<file path="src/rtl/pulse_stretcher_pkg.sv">
// Shared definitions for the pulse stretcher: per-channel state encoding and
// the counter-width helper used to size the ON/GAP down-counter.
package pulse_stretcher_pkg;

   typedef enum logic [1:0] {
      ST_IDLE = 2'd0,
      ST_ON   = 2'd1,
      ST_GAP  = 2'd2
   } state_e;

   // Wide enough to hold the larger of the two load values without wrapping.
   function automatic int cnt_width(input int on_cycles, input int gap_cycles);
      int m;
      m = (on_cycles > gap_cycles) ? on_cycles : gap_cycles;
      return (m < 1) ? 1 : $clog2(m + 1);
   endfunction

endpackage

</file>
<file path="src/rtl/pulse_stretcher_channel.sv">
// Single stretcher channel: IDLE/ON/GAP FSM with a shared down-counter and a
// one-deep pending slot for events that arrive while the channel is busy.
module pulse_stretcher_channel
   import pulse_stretcher_pkg::*;
#(
   parameter int ON_CYCLES  = 25_000_000,
   parameter int GAP_CYCLES = 5_000_000,
   parameter int RETRIGGER  = 1,
   parameter int CNT_W      = 25
) (
   input  logic clk,
   input  logic reset,
   input  logic pulse_i,
   output logic stretch_o,
   output logic busy_o,
   output logic overrun_o
);

   localparam logic [CNT_W-1:0] ON_LOAD  = CNT_W'(ON_CYCLES - 1);
   localparam logic [CNT_W-1:0] GAP_LOAD = (GAP_CYCLES > 0) ? CNT_W'(GAP_CYCLES - 1) : '0;

   state_e           state_q, state_d;
   logic [CNT_W-1:0] cnt_q, cnt_d;
   logic             pending_q, pending_d;
   logic             stretch_q, stretch_d;
   logic             busy_q, busy_d;
   logic             overrun_q, overrun_d;
   logic             take;

   always_ff @(posedge clk) begin
      if (reset) begin
         state_q   <= ST_IDLE;
         cnt_q     <= '0;
         pending_q <= 1'b0;
         stretch_q <= 1'b0;
         busy_q    <= 1'b0;
         overrun_q <= 1'b0;
      end else begin
         state_q   <= state_d;
         cnt_q     <= cnt_d;
         pending_q <= pending_d;
         stretch_q <= stretch_d;
         busy_q    <= busy_d;
         overrun_q <= overrun_d;
      end
   end

   // A pulse landing on the expiry cycle counts as pending, so it is consumed
   // immediately rather than being lost or delayed by a dark cycle.
   assign take = pending_q | pulse_i;

   always_comb begin
      state_d   = state_q;
      cnt_d     = cnt_q;
      pending_d = pending_q;
      overrun_d = 1'b0;
      case (state_q)
         ST_IDLE: begin
            if (pulse_i) begin
               state_d = ST_ON;
               cnt_d   = ON_LOAD;
            end
         end
         ST_ON: begin
            if (pulse_i && (RETRIGGER != 0)) begin
               cnt_d = ON_LOAD;
            end else if (cnt_q == '0) begin
               if (GAP_CYCLES != 0) begin
                  state_d   = ST_GAP;
                  cnt_d     = GAP_LOAD;
                  pending_d = pending_q | pulse_i;
                  overrun_d = pending_q & pulse_i;
               end else if (take) begin
                  cnt_d     = ON_LOAD;
                  pending_d = pending_q & pulse_i;
               end else begin
                  state_d = ST_IDLE;
               end
            end else begin
               cnt_d = cnt_q - 1'b1;
               if (pulse_i) begin
                  pending_d = 1'b1;
                  overrun_d = pending_q;
               end
            end
         end
         ST_GAP: begin
            if (cnt_q == '0) begin
               if (take) begin
                  state_d   = ST_ON;
                  cnt_d     = ON_LOAD;
                  pending_d = pending_q & pulse_i;
               end else begin
                  state_d = ST_IDLE;
               end
            end else begin
               cnt_d = cnt_q - 1'b1;
               if (pulse_i) begin
                  pending_d = 1'b1;
                  overrun_d = pending_q;
               end
            end
         end
         default: begin
            state_d   = ST_IDLE;
            cnt_d     = '0;
            pending_d = 1'b0;
         end
      endcase
   end

   always_comb begin
      stretch_d = (state_d == ST_ON);
      busy_d    = (state_d != ST_IDLE);
   end

   assign stretch_o = stretch_q;
   assign busy_o    = busy_q;
   assign overrun_o = overrun_q;

endmodule

</file>
<file path="src/rtl/pulse_stretcher.sv">
// Multi-channel pulse stretcher: turns single-cycle events into fixed-length
// LED-visible flashes with an enforced dark gap; channels are independent.
module pulse_stretcher
   import pulse_stretcher_pkg::*;
#(
   parameter int CH         = 4,
   parameter int ON_CYCLES  = 25_000_000,
   parameter int GAP_CYCLES = 5_000_000,
   parameter int RETRIGGER  = 1
) (
   input  logic          clk,
   input  logic          reset,
   input  logic [CH-1:0] pulse_in,
   output logic [CH-1:0] stretch_out,
   output logic [CH-1:0] busy,
   output logic [CH-1:0] overrun
);

   localparam int CNT_W = cnt_width(ON_CYCLES, GAP_CYCLES);

   generate
      for (genvar gi = 0; gi < CH; gi++) begin : g_ch
         pulse_stretcher_channel #(
            .ON_CYCLES  (ON_CYCLES),
            .GAP_CYCLES (GAP_CYCLES),
            .RETRIGGER  (RETRIGGER),
            .CNT_W      (CNT_W)
         ) u_channel (
            .clk       (clk),
            .reset     (reset),
            .pulse_i   (pulse_in[gi]),
            .stretch_o (stretch_out[gi]),
            .busy_o    (busy[gi]),
            .overrun_o (overrun[gi])
         );
      end
   endgenerate

endmodule

</file>
<file path="config.mk">
export PLATFORM = sky130hd
export DESIGN_NAME = pulse_stretcher
export DESIGN_NICKNAME = d
export VERILOG_FILES = /design/src/rtl/pulse_stretcher_pkg.sv /design/src/rtl/pulse_stretcher_channel.sv /design/src/rtl/pulse_stretcher.sv
export SDC_FILE = /design/constraint.sdc
export NUM_CORES = 1
export LEC_CHECK = 0
export BUFFER_PORTS_ARGS = -buffer_cell sky130_fd_sc_hd__buf_2
export CAP_MARGIN = 20
export CORE_AREA = 2 2 116 118
export CTS_CLUSTER_DIAMETER = 80
export DETAILED_ROUTE_END_ITERATION = 6
export DIE_AREA = 0 0 118 120
export HOLD_SLACK_MARGIN = 0.12
export PLACE_DENSITY = 0.85
export SYNTH_ARGS = -nofsm -noshare
export SYNTH_HDL_FRONTEND = slang
export SYNTH_HIERARCHICAL = 1
export SYNTH_SLANG_ARGS = --single-unit
</file>
<file path="constraint.sdc">
create_clock -name clk -period 2.9 [get_ports clk]
set_clock_uncertainty 0.05 [all_clocks]
set_input_delay 0.435 -clock clk [delete_from_list [all_inputs] [get_ports clk]]
set_output_delay 0.435 -clock clk [all_outputs]
set_load 0.02 [all_outputs]
</file>
==> metrics.md <==
| Metric | Value |
|---|---|
| DRT iter0 DRCs | 1096 |
| IO Count | 18 |
| Antenna violations before repair | 0 |
| Vias post-DR | 8238 |
| GRT overflow | 0 |
| I/O Buffers | 17 |
| TritonCTS Sinks | 124 |
| H-tree lvl count | 4 |
| Row Count | 42 |
| Crit path from | g_ch[0].u_channel/cnt_q[12]$_SDFFE_PP0P_ |
| Crit path DAT | 2980 ps |
| Slew @ Worst Pin | between 700 and 800 ps |
| Peak Freq | 368 MHz |
| Max cap viols | 0 |
| FF-to-FF Start | g_ch[0].u_channel/cnt_q[12]$_SDFFE_PP0P_ |
| Post-CTS Hold Buffers | 0 |
| RSZ-0062 raised after global routing | false |
| CTS resizes | 0 |
| Die area | 14200 µm² |
| Async SR Flop Fraction | 0 |
| Crit-path cells | or4_1, nor4_4, nand4_1, xor2_1, o21ai_0, a221o_1 |
| N_diodes | 0 |
| Register area | 2480 µm² |
| # setup viols final | 0 |
| HPWL Detailed | roughly 14 mm |
| R2R depth | 6 |
| Failing checks | DRC |
| Clk_lat worst skew | 420 ps |
| Placed cell count | 1225 |
| Critical path required time | 3160 ps |
| Endpoints failing hold | 0 |
| Leakage | 3.44 nW |
| EDFF count, synth | 0 |
| Post-synthesis register bit count | 124 |
| Vias per cell | 6.57 |
| Crit path kind | flip-flop to flip-flop |
| CTS tree | yes |
| Routability cong. | 1.01 |
| All-layer global routing usage | 0.299 |
| Synth top area cells | dfxtp_1 30%, a21oi_1 5.6%, o21ai_0 5.3% |
| Min Hold Slack | 353 ps |
| Final total power | roughly 5.7 mW |
| Area delta synth->final | 11.8% |
| Post-synth top flop | dfxtp_1 |
| Relative slew margins | 0.509 |
| R2r endpoint | g_ch[0].u_channel/cnt_q[24]$_SDFFE_PP0P_ |
| # DRC | 5 |
| Net Count, Synth | 1075 |
| Root Driver | clkbuf_16 |
| Final period util | 0.938 |
| # nets final | 1097 |
| Die Wd | 118 µm |
| Post-synth top cells | 124 x dfxtp_1, 102 x nand2_1, 93 x nor2_1, 91 x a21oi_1, 87 x o21ai_0 |
| Status | complete, but fails checks |
| Worst path bufs/invs | 0 |
| Layout cells sized above 1 | 0.130 |
| Post-Route Setup TNS | 0 ps |
| HP Class | input port to flip-flop |
| Area leader, netlist | dfxtp_1 |
| Crit-path max cell delay | 700 ps |
| PwrDens | 625 nW/µm² |
| Top-count cell post-synth | dfxtp_1 |
| Worst Setup EP | g_ch[0].u_channel/cnt_q[24]$_SDFFE_PP0P_ |
| Distinct cells, synth | 91 |
| Post-synthesis instance total | between 1k and 1.5k |
| Seq/Total Area, Yosys | 0.304 |
| Slowest CP cell | or4_1 |
| Initial Util | 0.629 |
| Maximum fanout along the worst path | 9 |
| Total Wirelength | between 20 and 25 mm |
| Post-route minimum period | 2720 ps |
| Largest net degree at the start of global routing | 27 |
| Clk slew on worst S/H paths | 60 ps |
| Crit. End Element | flip-flop |
| Fill count | 1003 |
| Antenna Violating Nets Remaining | 0 |
| WP depth | 6 |
| Max Slew Vio Count | 0 |
| First-pass GRT wire length | 35.2 mm |
| Routed len/inst | ~17 µm |
| Cts bufs inserted | 17 |
| Max clock buf depth | 2 |
| Post-Layout Cell Count | roughly 1.3k |
| Total core area | 13000 µm² |
| CP startpoint kind | flip-flop |
| Largest delay contributor family on the critical path | simple AND/OR/NAND/NOR gates |
| Setup Buffers After CTS | 0 |
| Die height | between 100 and 150 µm |
| Syn. warnings | 6 |
| Post-Syn Area per Cell | 7.81 µm² |
| Multi-input logic area | 5290 µm² |
| Worst reg-to-reg setup slack | 180 ps |
| Vias in the first global route | 7382 |
| Peak VDD IR | 0.540 mV |
| Synth top area share | 0.304 |
| DRT Pass-1 Iters | 7 |
| Synth Cell Area | approximately 8200 µm² |
[placed cells by master (no fill, tap or decap), types with 6 or more instances in the layout]
cell type	count
or2_2	6
nand4b_1	9
o31ai_1	9
a211oi_1	10
nor3b_1	10
nor2b_1	7
buf_4	43
nor4b_1	6
nand4_1	14
a31oi_1	14
a21o_1	12
nand3b_1	7
a21oi_1	91
nand2_1	102
nand3_1	25
and2_1	6
dfxtp_1	124
nor4_1	18
inv_1	32
ha_1	23
or3_1	14
a22o_1	14
xnor2_1	21
nor2_1	93
xor2_1	8
nand2b_1	9
clkbuf_16	17
o21ai_1	7
a22oi_1	11
or4_1	17
nor3_1	59
o21ai_0	87
buf_2	17
[cell families (layout without fill, tap and decap cells)]
family          count (synthesis)  in the layout  synth area share
buf+inv                        90            122            0.0487
simple gates                  443            443             0.306
xor+xnor                       29             29            0.0311
compound gates                336            336             0.274
fa+ha+maj                      23             23            0.0352
flops                         124            124             0.304
mux                             1              1           0.00123
[how the worst min path moves through the flow]
stage               cells after the start                                        to  slack (ps)                                startpoint
floorplan                               2    g_ch[0].u_channel/overrun_o$_SDFF_PP0_         400  g_ch[0].u_channel/pending_q$_SDFFE_PP0P_
global placement                        2  g_ch[1].u_channel/cnt_q[10]$_SDFFE_PP0P_         420  g_ch[1].u_channel/cnt_q[10]$_SDFFE_PP0P_
detailed placement                      2   g_ch[0].u_channel/cnt_q[1]$_SDFFE_PP0P_         430   g_ch[0].u_channel/cnt_q[1]$_SDFFE_PP0P_
CTS                                     3    g_ch[2].u_channel/overrun_o$_SDFF_PP0_         330                               pulse_in[2]
global route                            3    g_ch[2].u_channel/overrun_o$_SDFF_PP0_         340                               pulse_in[2]
finish                                  3  g_ch[1].u_channel/cnt_q[20]$_SDFFE_PP0P_         350                               pulse_in[1]
[power by group]
part,total [mW],internal [mW],switching (mW)
registers,2.09,1.87,0.221
logic,1.41,0.561,0.850
clock network,2.20,1.46,0.735
total,5.70,3.89,1.81
[final cells by class]
class / count / share of cell area
clock buffers: 21 / 0.0504
clock inverters: 8 / 0.0156
inverters: 33 / 0.0136
multi-input cells: 832 / 0.580
flip-flops and latches: 124 / 0.272
well taps: 176 / 0.0241
repair buffers: 60 / 0.0447
[worst reg2reg max path: stages (launching register included)]
cell     delay, ps
dfxtp_1        370
or4_1          700
nor4_4         530
nand4_1        350
xor2_1         210
o21ai_0         90
a221o_1        320
[routing by layer]
| layer | wire (µm) | global-route usage | part of all wire |
|---|---|---|---|
| met1 | 9240 | 0.403 | 0.44 |
| met2 | 9700 | 0.481 | 0.46 |
| met3 | 1650 | 0.0556 | 0.078 |
| met4 | 440 | 0.105 | 0.021 |
| met5 | 0 | 0 | 0 |
[through the flow]
step           instance area, µm²  setup WS [ps]   util
3_5_place_dp                 8520            234  0.656
2_1_floorplan                8170            403      -
3_3_place_gp                 8520            285  0.656
4_1_cts                      9120            193  0.703
5_1_grt                      9130           8.63  0.703
6_report                     9130            179  0.703
[flip-flops by register name, summed over array words and instances, names as in the netlist]
name                      flops
g_ch.u_channel/cnt_q        100
g_ch.u_channel/stretch_o      4
g_ch.u_channel/state_q        8
g_ch.u_channel/overrun_o      4
g_ch.u_channel/pending_q      4
g_ch.u_channel/busy_o         4
Power figures use the tool's default switching activity.
